<file path="config.mk">
export PLATFORM = sky130hd
export DESIGN_NAME = xc_sha3_lane_seq
export DESIGN_NICKNAME = d
export VERILOG_FILES = /design/src/rtl/xc_sha3_seq_pkg.sv /design/src/rtl/xc_sha3_lane_ctr.sv /design/src/rtl/xc_sha3_lane_seq.sv
export SDC_FILE = /design/constraint.sdc
export NUM_CORES = 1
export LEC_CHECK = 0
export ABC_CLOCK_PERIOD_IN_PS = 2300
export CAP_MARGIN = 40
export CORE_MARGIN = 1.5
export CORE_UTILIZATION = 23
export CTS_CLUSTER_DIAMETER = 40
export DETAILED_ROUTE_END_ITERATION = 12
export DONT_BUFFER_PORTS = 1
export GPL_TIMING_DRIVEN = 0
export HOLD_SLACK_MARGIN = 0.02
export SYNTH_ARGS = -nofsm -noshare
export SYNTH_HDL_FRONTEND = slang
export SYNTH_HIERARCHICAL = 1
export SYNTH_SLANG_ARGS = --single-unit
</file>
<file path="constraint.sdc">
create_clock -name g_clk -period 2.3 [get_ports g_clk]
set_input_delay 0.46 -clock g_clk [delete_from_list [all_inputs] [get_ports g_clk]]
set_output_delay 0.46 -clock g_clk [all_outputs]
set_load 0.01 [all_outputs]
</file>
<file path="src/rtl/xc_sha3_seq_pkg.sv">
// Shared types for the SHA3 lane sequencer.
// Op encodings, FSM states, lane extents.
package xc_sha3_seq_pkg;

  localparam int NX_DEF = 5;
  localparam int NY_DEF = 5;
  localparam int CW     = 3;

  typedef enum logic [2:0] {
    OP_XY = 3'd0,
    OP_X1 = 3'd1,
    OP_X2 = 3'd2,
    OP_X4 = 3'd3,
    OP_YX = 3'd4
  } op_e;

  typedef enum logic [1:0] {
    S_IDLE  = 2'd0,
    S_RUN   = 2'd1,
    S_DRAIN = 2'd2
  } state_e;

  function automatic logic op_legal(
    input logic [2:0] op
  );
    return op <= 3'(OP_YX);
  endfunction

endpackage

</file>
<file path="src/rtl/xc_sha3_lane_ctr.sv">
// Keccak lane coordinate counter.
// x inner, y outer, both wrap; last flags (NX-1,NY-1).
module xc_sha3_lane_ctr
  import xc_sha3_seq_pkg::*;
#(
  parameter int NX = NX_DEF,
  parameter int NY = NY_DEF
) (
  input  logic          g_clk,
  input  logic          g_reset,
  input  logic          clr,
  input  logic          en,
  output logic [CW-1:0] x,
  output logic [CW-1:0] y,
  output logic          last
);

  logic x_end;
  logic y_end;

  assign x_end = (x == CW'(NX - 1));
  assign y_end = (y == CW'(NY - 1));
  assign last  = x_end && y_end;

  // Advance x each enable, carry into y on x wrap.
  always_ff @(posedge g_clk or posedge g_reset) begin
    if (g_reset) begin
      x <= '0;
      y <= '0;
    end else if (clr) begin
      x <= '0;
      y <= '0;
    end else if (en) begin
      if (x_end) begin
        x <= '0;
        y <= y_end ? '0 : y + 1'b1;
      end else begin
        x <= x + 1'b1;
      end
    end
  end

endmodule

</file>
<file path="src/rtl/xc_sha3_lane_seq.sv">
// SHA3 lane-index sequencer: walks 25 lanes, emits address beats.
// XC_SHA3_LANE_SEQ_BASE_EN adds a latched base to each address.
module xc_sha3_lane_seq
  import xc_sha3_seq_pkg::*;
#(
  parameter int ADDR_W = 32,
  parameter int NX     = NX_DEF,
  parameter int NY     = NY_DEF
) (
  input  logic              g_clk,
  input  logic              g_reset,
  input  logic              start,
  input  logic [2:0]        op,
  input  logic [1:0]        shamt,
  input  logic [ADDR_W-1:0] base,
  input  logic              abort,
  output logic              busy,
  output logic              done,
  output logic              err,
  output logic [31:0]       sha3_rs1,
  output logic [31:0]       sha3_rs2,
  output logic [1:0]        sha3_shamt,
  output logic              sha3_f_xy,
  output logic              sha3_f_x1,
  output logic              sha3_f_x2,
  output logic              sha3_f_x4,
  output logic              sha3_f_yx,
  input  logic [ADDR_W-1:0] sha3_result,
  output logic              out_valid,
  input  logic              out_ready,
  output logic [ADDR_W-1:0] out_addr,
  output logic [2:0]        out_x,
  output logic [2:0]        out_y,
  output logic              out_last
);

  state_e            state_q;
  state_e            state_d;
  logic [2:0]        op_q;
  logic [1:0]        shamt_q;
  logic [CW-1:0]     x;
  logic [CW-1:0]     y;
  logic              c_last;
  logic              start_ok;
  logic              start_bad;
  logic              load;
  logic              acc_last;
  logic              kill;
  logic [ADDR_W-1:0] addr_d;

  assign start_ok  = (state_q == S_IDLE) && start
                  && op_legal(op);
  assign start_bad = (state_q == S_IDLE) && start
                  && !op_legal(op);
  assign kill      = (state_q != S_IDLE) && abort;
  assign load      = (state_q == S_RUN) && !abort
                  && (!out_valid || out_ready);
  assign acc_last  = out_valid && out_ready && out_last;

  xc_sha3_lane_ctr #(
    .NX (NX),
    .NY (NY)
  ) u_ctr (
    .g_clk   (g_clk),
    .g_reset (g_reset),
    .clr     (start_ok),
    .en      (load),
    .x       (x),
    .y       (y),
    .last    (c_last)
  );

  assign sha3_rs1   = {{(32-CW){1'b0}}, x};
  assign sha3_rs2   = {{(32-CW){1'b0}}, y};
  assign sha3_shamt = shamt_q;

`ifdef XC_SHA3_LANE_SEQ_BASE_EN
  logic [ADDR_W-1:0] base_q;

  // Base is captured alongside op on a legal start.
  always_ff @(posedge g_clk or posedge g_reset) begin
    if (g_reset)       base_q <= '0;
    else if (start_ok) base_q <= base;
  end

  assign addr_d = sha3_result + base_q;
`else
  logic unused_base;

  assign unused_base = ^base;
  assign addr_d      = sha3_result;
`endif

  // Command latch for op and shift amount.
  always_ff @(posedge g_clk or posedge g_reset) begin
    if (g_reset) begin
      op_q    <= '0;
      shamt_q <= '0;
    end else if (start_ok) begin
      op_q    <= op;
      shamt_q <= shamt;
    end
  end

  // FSM state register.
  always_ff @(posedge g_clk or posedge g_reset) begin
    if (g_reset) state_q <= S_IDLE;
    else         state_q <= state_d;
  end

  // FSM next state; abort wins over everything.
  always_comb begin
    state_d = state_q;
    unique case (state_q)
      S_IDLE: begin
        if (start_ok) state_d = S_RUN;
      end
      S_RUN: begin
        if (abort)               state_d = S_IDLE;
        else if (load && c_last) state_d = S_DRAIN;
      end
      S_DRAIN: begin
        if (abort)         state_d = S_IDLE;
        else if (acc_last) state_d = S_IDLE;
      end
      default: state_d = S_IDLE;
    endcase
  end

  // FSM outputs: busy and one-hot function select.
  always_comb begin
    busy      = (state_q != S_IDLE);
    sha3_f_xy = 1'b0;
    sha3_f_x1 = 1'b0;
    sha3_f_x2 = 1'b0;
    sha3_f_x4 = 1'b0;
    sha3_f_yx = 1'b0;
    if (busy) begin
      unique case (1'b1)
        op_q == 3'(OP_XY): sha3_f_xy = 1'b1;
        op_q == 3'(OP_X1): sha3_f_x1 = 1'b1;
        op_q == 3'(OP_X2): sha3_f_x2 = 1'b1;
        op_q == 3'(OP_X4): sha3_f_x4 = 1'b1;
        op_q == 3'(OP_YX): sha3_f_yx = 1'b1;
        default: ;
      endcase
    end
  end

  // Beat register: load, hold under stall, clear on accept.
  always_ff @(posedge g_clk or posedge g_reset) begin
    if (g_reset) begin
      out_valid <= 1'b0;
      out_addr  <= '0;
      out_x     <= '0;
      out_y     <= '0;
      out_last  <= 1'b0;
    end else if (kill) begin
      out_valid <= 1'b0;
    end else if (load) begin
      out_valid <= 1'b1;
      out_addr  <= addr_d;
      out_x     <= x;
      out_y     <= y;
      out_last  <= c_last;
    end else if (out_valid && out_ready) begin
      out_valid <= 1'b0;
    end
  end

  // Status pulses for completion and rejected start.
  always_ff @(posedge g_clk or posedge g_reset) begin
    if (g_reset) begin
      done <= 1'b0;
      err  <= 1'b0;
    end else begin
      done <= (state_q == S_DRAIN) && !abort && acc_last;
      err  <= start_bad;
    end
  end

endmodule

</file>
# Yosys cells after proc, flatten, opt, wreduce, memory -nomap -nowiden
# Index checks and enable logic that the tools add are counted.
dict set report op_classes {
  add_sub_neg 2
  mul 0
  div_mod_pow 0
  magnitude_cmp 1
  n_eq_ne 11
  shifts 0
  mux 26
  n_bitwise 1
  n_reduce_logical 25
}
# cell n
set op_table {}
lappend op_table {{$mux W3} 7}
lappend op_table {{$mux W1} 13}
lappend op_table {{$logic_and A1 B1 Y1} 12}
lappend op_table {{$mux W2} 5}
lappend op_table {{$eq A3 B3 Y1 const B} 3}
lappend op_table {{$add A3 B1 Y3 const B} 2}
lappend op_table {{$eq A3 B2 Y1 const B} 2}
lappend op_table {{$pmux W2 S3} 1}
lappend op_table {{$reduce_bool A2 Y1} 3}
lappend op_table {{$reduce_and A2 Y1} 2}
lappend op_table {{$eq A3 B1 Y1 const B} 1}
lappend op_table {{$le A3 B3 Y1 const B} 1}
lappend op_table {{$logic_not A1 Y1} 3}
lappend op_table {{$logic_not A3 Y1} 1}
lappend op_table {{$ne A3 B2 Y1 const B} 1}
lappend op_table {{$ne A3 B3 Y1 const B} 1}
lappend op_table {{$reduce_and A3 Y1} 1}
lappend op_table {{$reduce_bool A3 Y1} 1}
lappend op_table {{$eq A2 B1 Y1 const B} 1}
lappend op_table {{$eq A2 B2 Y1 const B} 1}
lappend op_table {{$logic_not A2 Y1} 1}
lappend op_table {{$ne A2 B2 Y1 const B} 1}
lappend op_table {{$logic_or A1 B1 Y1} 1}
lappend op_table {{$not A1 Y1} 1}
dict set report totals {
  ff_bits 55
  latch_bits 0
  ramBits 0
  rom_bits 0
  in_bits 74
  out_inout_bits 114
  wordCells 78
  mem_count 0
}

# Depth between registers and ports, before layout
# Gate-level depths: netlist (run 1).
dict set report logic_depth {
  ltp_word 7
  mapped_depth 7
  depth_no_buf 7
}

# Cells and area by module
# Netlist (run 1), hierarchy kept.
# mod n_inst cells_per_inst area_each_um2 seq_area_each_um2
set modules_own_cells {}
lappend modules_own_cells {xc_sha3_lane_seq 1 184 2349.8 1226.2}
lappend modules_own_cells {xc_sha3_lane_ctr 1 38 359.1 150.1}

# Worst setup path before layout (run 1)
# No wires, ideal clock.
dict set report synth_path {
  path_kind {input port to flip-flop}
  from {input port abort}
  to {register u_ctr.y[2]}
  setup_ps 80
  arrival_ps 1542
  required_time_ps 2220
  setup_slack_ps 678
  stages 7
  n_path_buf 1
  cell_sequence {nor3b_2 nand2b_1 buf_4 inv_1 and3_4 a21oi_2 nor3_2}
}
dict set report synth_between {
  elab_chain_len 5
}
# element line_no
set synth_rtl {}
lappend synth_rtl {{start, declared} xc_sha3_lane_seq.sv:16} ;# input logic abort,
lappend synth_rtl {{$logic_not A1 Y1} xc_sha3_lane_seq.sv:56} ;# assign load = (state_q == S_RUN) && !abort
lappend synth_rtl {{$logic_and A1 B1 Y1} xc_sha3_lane_seq.sv:56}
lappend synth_rtl {{$logic_and A1 B1 Y1} xc_sha3_lane_seq.sv:57} ;# && (!out_valid || out_ready);
lappend synth_rtl {{net load} xc_sha3_lane_seq.sv:46} ;# logic load;
lappend synth_rtl {{$reduce_bool A2 Y1 (no line)} --}
lappend synth_rtl {{$reduce_and A2 Y1 (no line)} --}
lappend synth_rtl {{end signal, assigned} xc_sha3_lane_ctr.sv:36} ;# y <= y_end ? '0 : y + 1'b1;
lappend synth_rtl {{end, declared} xc_sha3_lane_ctr.sv:14} ;# output logic [CW-1:0] y,
# The timed path passes the listed nets, and every way through them passes these cells.
# A chain may end at the register's enable or synchronous reset.

# Worst setup path in the final report (run 1)
dict set report layout_path {
  from {register out_valid}
  to {register u_ctr.y[2]}
}
dict set report layout_between {
  elab_chain_len 5
}
# element line_no
set layout_rtl {}
lappend layout_rtl {{start, declared} xc_sha3_lane_seq.sv:29} ;# output logic out_valid,
lappend layout_rtl {{start signal, assigned} xc_sha3_lane_seq.sv:153} ;# out_valid <= 1'b0;
lappend layout_rtl {{start signal, assigned} xc_sha3_lane_seq.sv:159} ;# out_valid <= 1'b0;
lappend layout_rtl {{start signal, assigned} xc_sha3_lane_seq.sv:161} ;# out_valid <= 1'b1;
lappend layout_rtl {{$logic_not A1 Y1} xc_sha3_lane_seq.sv:57}
lappend layout_rtl {{$logic_or A1 B1 Y1} xc_sha3_lane_seq.sv:57}
lappend layout_rtl {{$logic_and A1 B1 Y1} xc_sha3_lane_seq.sv:57}
lappend layout_rtl {{net load} xc_sha3_lane_seq.sv:46}
lappend layout_rtl {{$reduce_bool A2 Y1 (no line)} --}
lappend layout_rtl {{$reduce_and A2 Y1 (no line)} --}
# The timed path passes the listed nets, and every way through them passes these cells.

==> metrics.md, run 1 <==
| Metric | Value |
|---|---|
| Count of warnings emitted by yosys | 6 |
| Post-layout nets | about 370 |
| Buffers on Ports | 0 |
| Vias in the first global route | 1571 |
| Pin count of the biggest net entering global routing | 30 |
| Crit share post-route | 0.8246 |
| Clock period minus worst slack | 1897 ps |
| Chip Height | about 110 um |
| Total number of vias | 1614 |
| Count of antenna-violating nets left after detailed routing | 0 |
| Worst slew margin relative to its limit | 0.6128 |
| CTS tree | yes |
| Required arrival time at the worst endpoint | 2470 ps |
| Initial Utilization | 0.2362 |
| Master cell of the clock root buffer | sky130_fd_sc_hd__clkbuf_16 |
| Clock transition at the registers of the reported paths | 70 ps |
| Total global-route track usage | 0.08799 |
| Proportion of register bits with asynchronous set or reset after synthesis | 1.000 |
| Post-detail-place hpwl | 4176 um |
| Number of hold-slack violations in the final timing report | 0 |
| Critical-path top delay cell | sky130_fd_sc_hd__dfrtp_1 |
| Sequential-to-total area share from yosys stat | 0.5081 |
| Run status | finished, final reports clean |
| Synthesized netlist cell count | between 200 and 250 |
| Total core area | 0.01147 mm^2 |
| I/O Pins | 188 |
| Leading post-synthesis cells by cell area | sky130_fd_sc_hd__dfrtp_1, sky130_fd_sc_hd__buf_4, sky130_fd_sc_hd__mux2_1 |
| First-pass GRT wire length | 8176 um |
| Hold crit path type | in -> async |
| Fin Setup TNS | 0 ps |
| Congestion Overflow GR | 0 |
| Final Setup Violations | 0 |
| Netlist Area Pre-Place | 0.002709 mm^2 |
| Proportion of netlist area held by the largest area contributor | 0.5081 |
| Category of the worst setup path capture point | flip-flop |
| MaxCap Viol Count | 0 |
| Maximum buffer depth of the clock tree | 2 |
| F_max | 527.3 MHz |
| Syn-to-layout area delta | 22.03% |
| Peak VDD IR | 310.7 uV |
| Most frequent cell after synthesis | sky130_fd_sc_hd__buf_4 |
| Mean instance size in the synthesized netlist | 12.20 um^2 |
| Clk_lat worst skew | approximately 300 ps |
| Total DRC errors in the routed layout | 0 |
| Dominant register cell in the synthesized netlist | sky130_fd_sc_hd__dfrtp_1 |
| Number of enable flip-flop cells after synthesis | 0 |
| Number of levels the H-tree was split into | 2 |
| Final hold slack | around 55 ps |
| Maximum fanout count along the critical path | 10 |
| Distinct cells, synth | 30 |
| Most numerous cell types in the synthesized netlist | sky130_fd_sc_hd__buf_4, sky130_fd_sc_hd__dfrtp_1, sky130_fd_sc_hd__mux2_1 |
| Initial antenna violation count | 0 |
| Delay contributed by the slowest stage of the critical path | 410 ps |
| Cell-by-cell trace of the critical path | nor2b_1, nand2b_1, buf_4, inv_1, and3_4, a21oi_2, nor3_2 |
| RePlAce Congestion | 0.7003 |
| Drt pass-1 iters | 4 |
| DIE AREA | 0.01244 mm^2 |
| Category of the critical setup timing path | reg -> reg |
| Number of buffers created by CTS | 5 |
| WP data arrival | 2070 ps |
| Max-slew violation count | 0 |
| Crit start category | flip-flop |
| Dominant cell type by area after synthesis | sky130_fd_sc_hd__dfrtp_1 |
| CP Buf/Inv Count | 2 |
| Number of storage elements in the synthesis netlist | 55 |
| Transition at the pin with the smallest max-transition slack | 572.8 ps |
| Average detailed-routed wire length per instance | 12.26 um |
| Largest delay share family, worst path | simple AND/OR/NAND/NOR gates |
| Site Rows | 39 |
| Clock Sinks | 55 |
| Horiz. Die Dim | 111.5 um |
| Fraction of layout instances using a drive strength above 1 | 0.2872 |
| RSZ-0062 raised after global routing | false |
| Iteration-0 DRC count of the detailed router | 25 |
| Clock skew after layout | 4.054 ps |
| Static leakage | 0.001646 uW |
| Vias/cell | 3.736 |
| Antenna fix cells | 0 |
| Post-cts repair resize count | 0 |
| Detailed-route wire length | 5295 um |
| Total power density per cell area | 873.1 mW/mm^2 |
-- cell families (layout without fill, tap and decap cells) --
group / Yosys count / count (layout) / share of synthesized area
AND/OR/NAND/NOR: 32 / 32 / 0.07021
other: 1 / 58 / 0.001384
XOR/XNOR: 1 / 1 / 0.003234
buffers and inverters: 72 / 82 / 0.1857
flip-flops: 55 / 55 / 0.5081
AO/OA/AOI/OAI: 13 / 13 / 0.03049
multiplexers: 44 / 44 / 0.1824
adder cells (fa/ha/maj): 4 / 4 / 0.01848
-- cell usage in the layout, fill, tap and decap left out, types with 2 or more instances in the layout --
cell	instances
sky130_fd_sc_hd__a21oi_1	3
sky130_fd_sc_hd__a21oi_2	2
sky130_fd_sc_hd__buf_4	62
sky130_fd_sc_hd__clkbuf_16	5
sky130_fd_sc_hd__conb_1	58
sky130_fd_sc_hd__dfrtp_1	55
sky130_fd_sc_hd__ha_1	4
sky130_fd_sc_hd__inv_1	9
sky130_fd_sc_hd__mux2_1	39
sky130_fd_sc_hd__mux2_2	4
sky130_fd_sc_hd__nand2_1	8
sky130_fd_sc_hd__nand3_1	4
sky130_fd_sc_hd__nor2_1	6
sky130_fd_sc_hd__nor4b_1	3
sky130_fd_sc_hd__o21ai_0	5
-- metal layers --
| layer | vias up | global-route usage | share of wire | routed length, um |
|---|---|---|---|---|
| met5 | - | 0 | 0 | 0 |
| met4 | 0 | 0.04557 | 0.016 | 87 |
| met3 | 7 | 0.03865 | 0.12 | 646 |
| met2 | 110 | 0.1468 | 0.49 | 2573 |
| met1 | 739 | 0.09468 | 0.38 | 1987 |
| li1 | 758 | - | - | - |
-- state kept, by name, indices dropped and copies added (netlist names) --
name / flops
op_q: 3
out_valid: 1
state_q: 2
done: 1
u_ctr/x: 3
out_last: 1
sha3_shamt: 2
out_addr: 32
out_y: 3
u_ctr/y: 3
err: 1
out_x: 3
-- what timing repair did --
item                      CTS  global route
hold endpoints to repair    6             0
buffers inserted            0             0
hold buffers                1             0
-- path summary, 6_finish.rpt --
check,slack [ps],to,from,cells after the start
setup / recovery,400,u_ctr/y[2],out_valid,7
hold / removal,50,out_x[1],g_reset,1
setup reg to reg,400,u_ctr/y[2],out_valid,7
hold reg to reg,570,out_addr[1],out_addr[1],1
max in group asynchronous,1560,u_ctr/y[0],g_reset,2
min in group g_clk,290,out_addr[18],sha3_result[18],1
-- power breakdown --
part / switching (uW) / internal (uW)
Combinational: 220 / 256
Sequential: 304 / 1220
Clock: 348 / 542
Total: 871 / 2010
-- area by class of cell --
cell class / instances / area, um^2
plain buffers: 62 / 465.4
clock buffers: 6 / 138.9
clock inverters: 2 / 35.03
fillers: 1216 / 8162
inverters: 10 / 37.54
multi-input cells: 152 / 1044
flip-flops and latches: 55 / 1376
well taps: 143 / 178.9
repair buffers: 2 / 30.03
-- metrics by stage --
| step | util | worst slack [ps] | instance area (um^2) | cells | power [uW] |
|---|---|---|---|---|---|
| 6_report | 0.2883 | 403.4 | 3306 | 432 | 2886 |
| 5_1_grt | 0.2883 | 185.9 | 3306 | 432 | 3062 |
| 4_1_cts | 0.2883 | 348.1 | 3306 | 432 | 2953 |
| 3_5_place_dp | 0.2722 | 363.8 | 3122 | 423 | 2030 |
| 3_3_place_gp | 0.2705 | 15.24 | 3102 | 422 | 1995 |
| 2_1_floorplan | - | 667.2 | 2923 | 279 | 1900 |
No activity file was read; power rests on OpenSTA's default activity.
==> inputs of run 2 (changes only) <==
ABC_CLOCK_PERIOD_IN_PS = 2000   (was 2300)
clock period = 2 ns   (was 2.3 ns; I/O delays follow)
==> run 2 against run 1 <==
- worst hold slack gained 170 ps
- critical path depth down 3
- routed wire length grew 0.25%
- clock power rose by 15%
- power rose by 15%
- sequential power increased by 15%
- final cell count is the same
- first-iteration DRC count unchanged
- global-route usage did not move
- via count is 0.50% lower
- count of clock-buffer cells in the layout unchanged
- flip-flop and latch count unchanged
- largest cell class unchanged
- largest power group unchanged
==> metrics.md, run 2 (synthesis results as in run 1) <==
| Metric | Value |
|---|---|
| Run status | finished, final reports clean |
| Clock period minus worst slack | between 1500 and 2000 ps |
| Largest Register | out_addr |
| Max reg flops | 32 |
| Number of levels the H-tree was split into | 2 |
| Iteration-0 DRC count of the detailed router | 25 |
| Total DRC errors in the routed layout | 0 |
| Max-slew violation count | 0 |
| Post-layout nets | 366 |
| Clock skew after layout | approximately 4.2 ps |
| Initial Utilization | 0.2362 |
| Maximum buffer depth of the clock tree | 2 |
| Drt pass-1 iters | 4 |
| Total core area | 0.01147 mm^2 |
| RePlAce Congestion | 0.7003 |
| Post-detail-place hpwl | 4176 um |
| Final Setup Violations | 0 |
| Vias/cell | 3.718 |
| F_max | approximately 530 MHz |
| MaxCap Viol Count | 0 |
| Buffers on Ports | 0 |
| Delay contributed by the slowest stage of the critical path | between 400 and 500 ps |
| Power share of the sequential group | 0.526 |
| Crit start category | flip-flop |
| DIE AREA | 0.01244 mm^2 |
| Category of the critical setup timing path | reg -> reg |
| Horiz. Die Dim | 111.5 um |
| Maximum fanout count along the critical path | 9 |
| Number of hold-slack violations in the final timing report | 0 |
| Transition at the pin with the smallest max-transition slack | about 570 ps |
| WP data arrival | between 2000 and 2500 ps |
| Peak VDD IR | roughly 360 uV |
| Initial antenna violation count | 0 |
| Buffer count from post-CTS setup fixing | 0 |
| I/O Pins | 188 |
| Most common cell after layout, fill and taps aside | sky130_fd_sc_hd__buf_4 |
| Core occupancy in the finished layout | 0.2896 |
| Clock network fraction of design power | 0.308 |
| Static leakage | between 0.0015 and 0.002 uW |
| Worst slew margin relative to its limit | 0.6127 |
| Fin Setup TNS | 0 ps |
| CTS tree | yes |
| Chip Height | around 110 um |
| Total power consumption of the routed design | 3324 uW |
| Syn-to-layout area delta | 22.59% |
| Crit share post-route | 0.9347 |
| Count of antenna-violating nets left after detailed routing | 0 |
| Required arrival time at the worst endpoint | roughly 2200 ps |
| Largest delay share family, worst path | simple AND/OR/NAND/NOR gates |
| Total number of vias | ~1600 |
| Fraction of layout instances using a drive strength above 1 | 0.2976 |
| Congestion Overflow GR | 0 |
| CP Buf/Inv Count | 1 |
| Clock Sinks | 55 |
| Detailed-route wire length | 5308 um |
| Cell-by-cell trace of the critical path | nor2_2, nand3_1, inv_1, mux2_2 |
| Critical-path top delay cell | sky130_fd_sc_hd__dfrtp_1 |
| Hold crit path type | in -> reg |
| Commonest non-fill, non-tap cells in the layout | sky130_fd_sc_hd__buf_4, sky130_fd_sc_hd__conb_1, sky130_fd_sc_hd__dfrtp_1 |
| First-pass GRT wire length | between 8000 and 9000 um |
| Total power density per cell area | 1001 mW/mm^2 |
| Average detailed-routed wire length per instance | 12.29 um |
| Vias in the first global route | 1566 |
| RSZ-0062 raised after global routing | false |
| Category of the worst setup path capture point | flip-flop |
| Pin count of the biggest net entering global routing | 30 |
| Number of buffers created by CTS | 5 |
| Combinational share of power | 0.167 |
| Switching power share of the total | 0.3019 |
| Antenna fix cells | 0 |
| Master cell of the clock root buffer | sky130_fd_sc_hd__clkbuf_16 |
| Clk_lat worst skew | 300 ps |
| Clock transition at the registers of the reported paths | roughly 70 ps |
| Power dissipated by switching net loads | approximately 1000 uW |
| Cell-internal power | 2321 uW |
| Total global-route track usage | 0.08799 |
| Site Rows | 39 |
-- run 2: path summary, 6_finish.rpt --
path	startpoint	to	slack [ps]	cells past startpoint
worst min-delay path	sha3_result[18]	out_addr[18]	230	1
max in group asynchronous	g_reset	out_addr[28]	870	3
worst max-delay path	state_q[1]	sha3_shamt[1]	130	4
worst max register to register	state_q[1]	sha3_shamt[1]	130	4
worst min register to register	out_addr[1]	out_addr[1]	570	1
min in group asynchronous	g_reset	u_ctr/x[1]	510	2
-- run 2: area by class of cell --
type	instances	area, um^2
repair buffers	2	30.03
plain buffers	62	465.4
flip-flops and latches	55	1376
well taps	143	178.9
clock buffers	6	138.9
clock inverters	2	35.03
fillers	1214	8147
inverters	10	41.29
multi-input cells	152	1055
-- run 2: routing by layer --
| layer | GRT usage | vias to the layer above | routed length (um) |
|---|---|---|---|
| met5 | 0 | - | 0 |
| met4 | 0.04557 | 0 | 111 |
| met3 | 0.03865 | 8 | 644 |
| met2 | 0.1468 | 106 | 2565 |
| met1 | 0.09468 | 731 | 1986 |
| li1 | - | 761 | - |
-- run 2: through the flow --
stage          instance area, um^2  setup WS, ps  cells  hold slack, ps
2_1_floorplan                 2923         395.4    279           191.0
3_3_place_gp                  3102        -224.8    422           233.7
3_5_place_dp                  3122         67.25    423           233.7
4_1_cts                       3306         48.13    432           208.0
5_1_grt                       3321         7.300    432           212.6
6_report                      3321         130.7    432           226.7
-- run 2: timing repair --
action / 4_1_cts / 5_1_grt
hold endpoints to repair: 26 / 0
resized for setup: 0 / 4
hold buffers: 1 / 0
setup endpoints to repair: 0 / 4
-- run 2: power groups by stage --
stage	clock (uW)	combinational [uW]	sequential, uW
after floorplan	0	479	1710
after global placement	0	530	1760
after detailed placement	0	558	1780
after CTS	1080	557	1760
after global routing	1100	630	1790
final	1020	554	1750
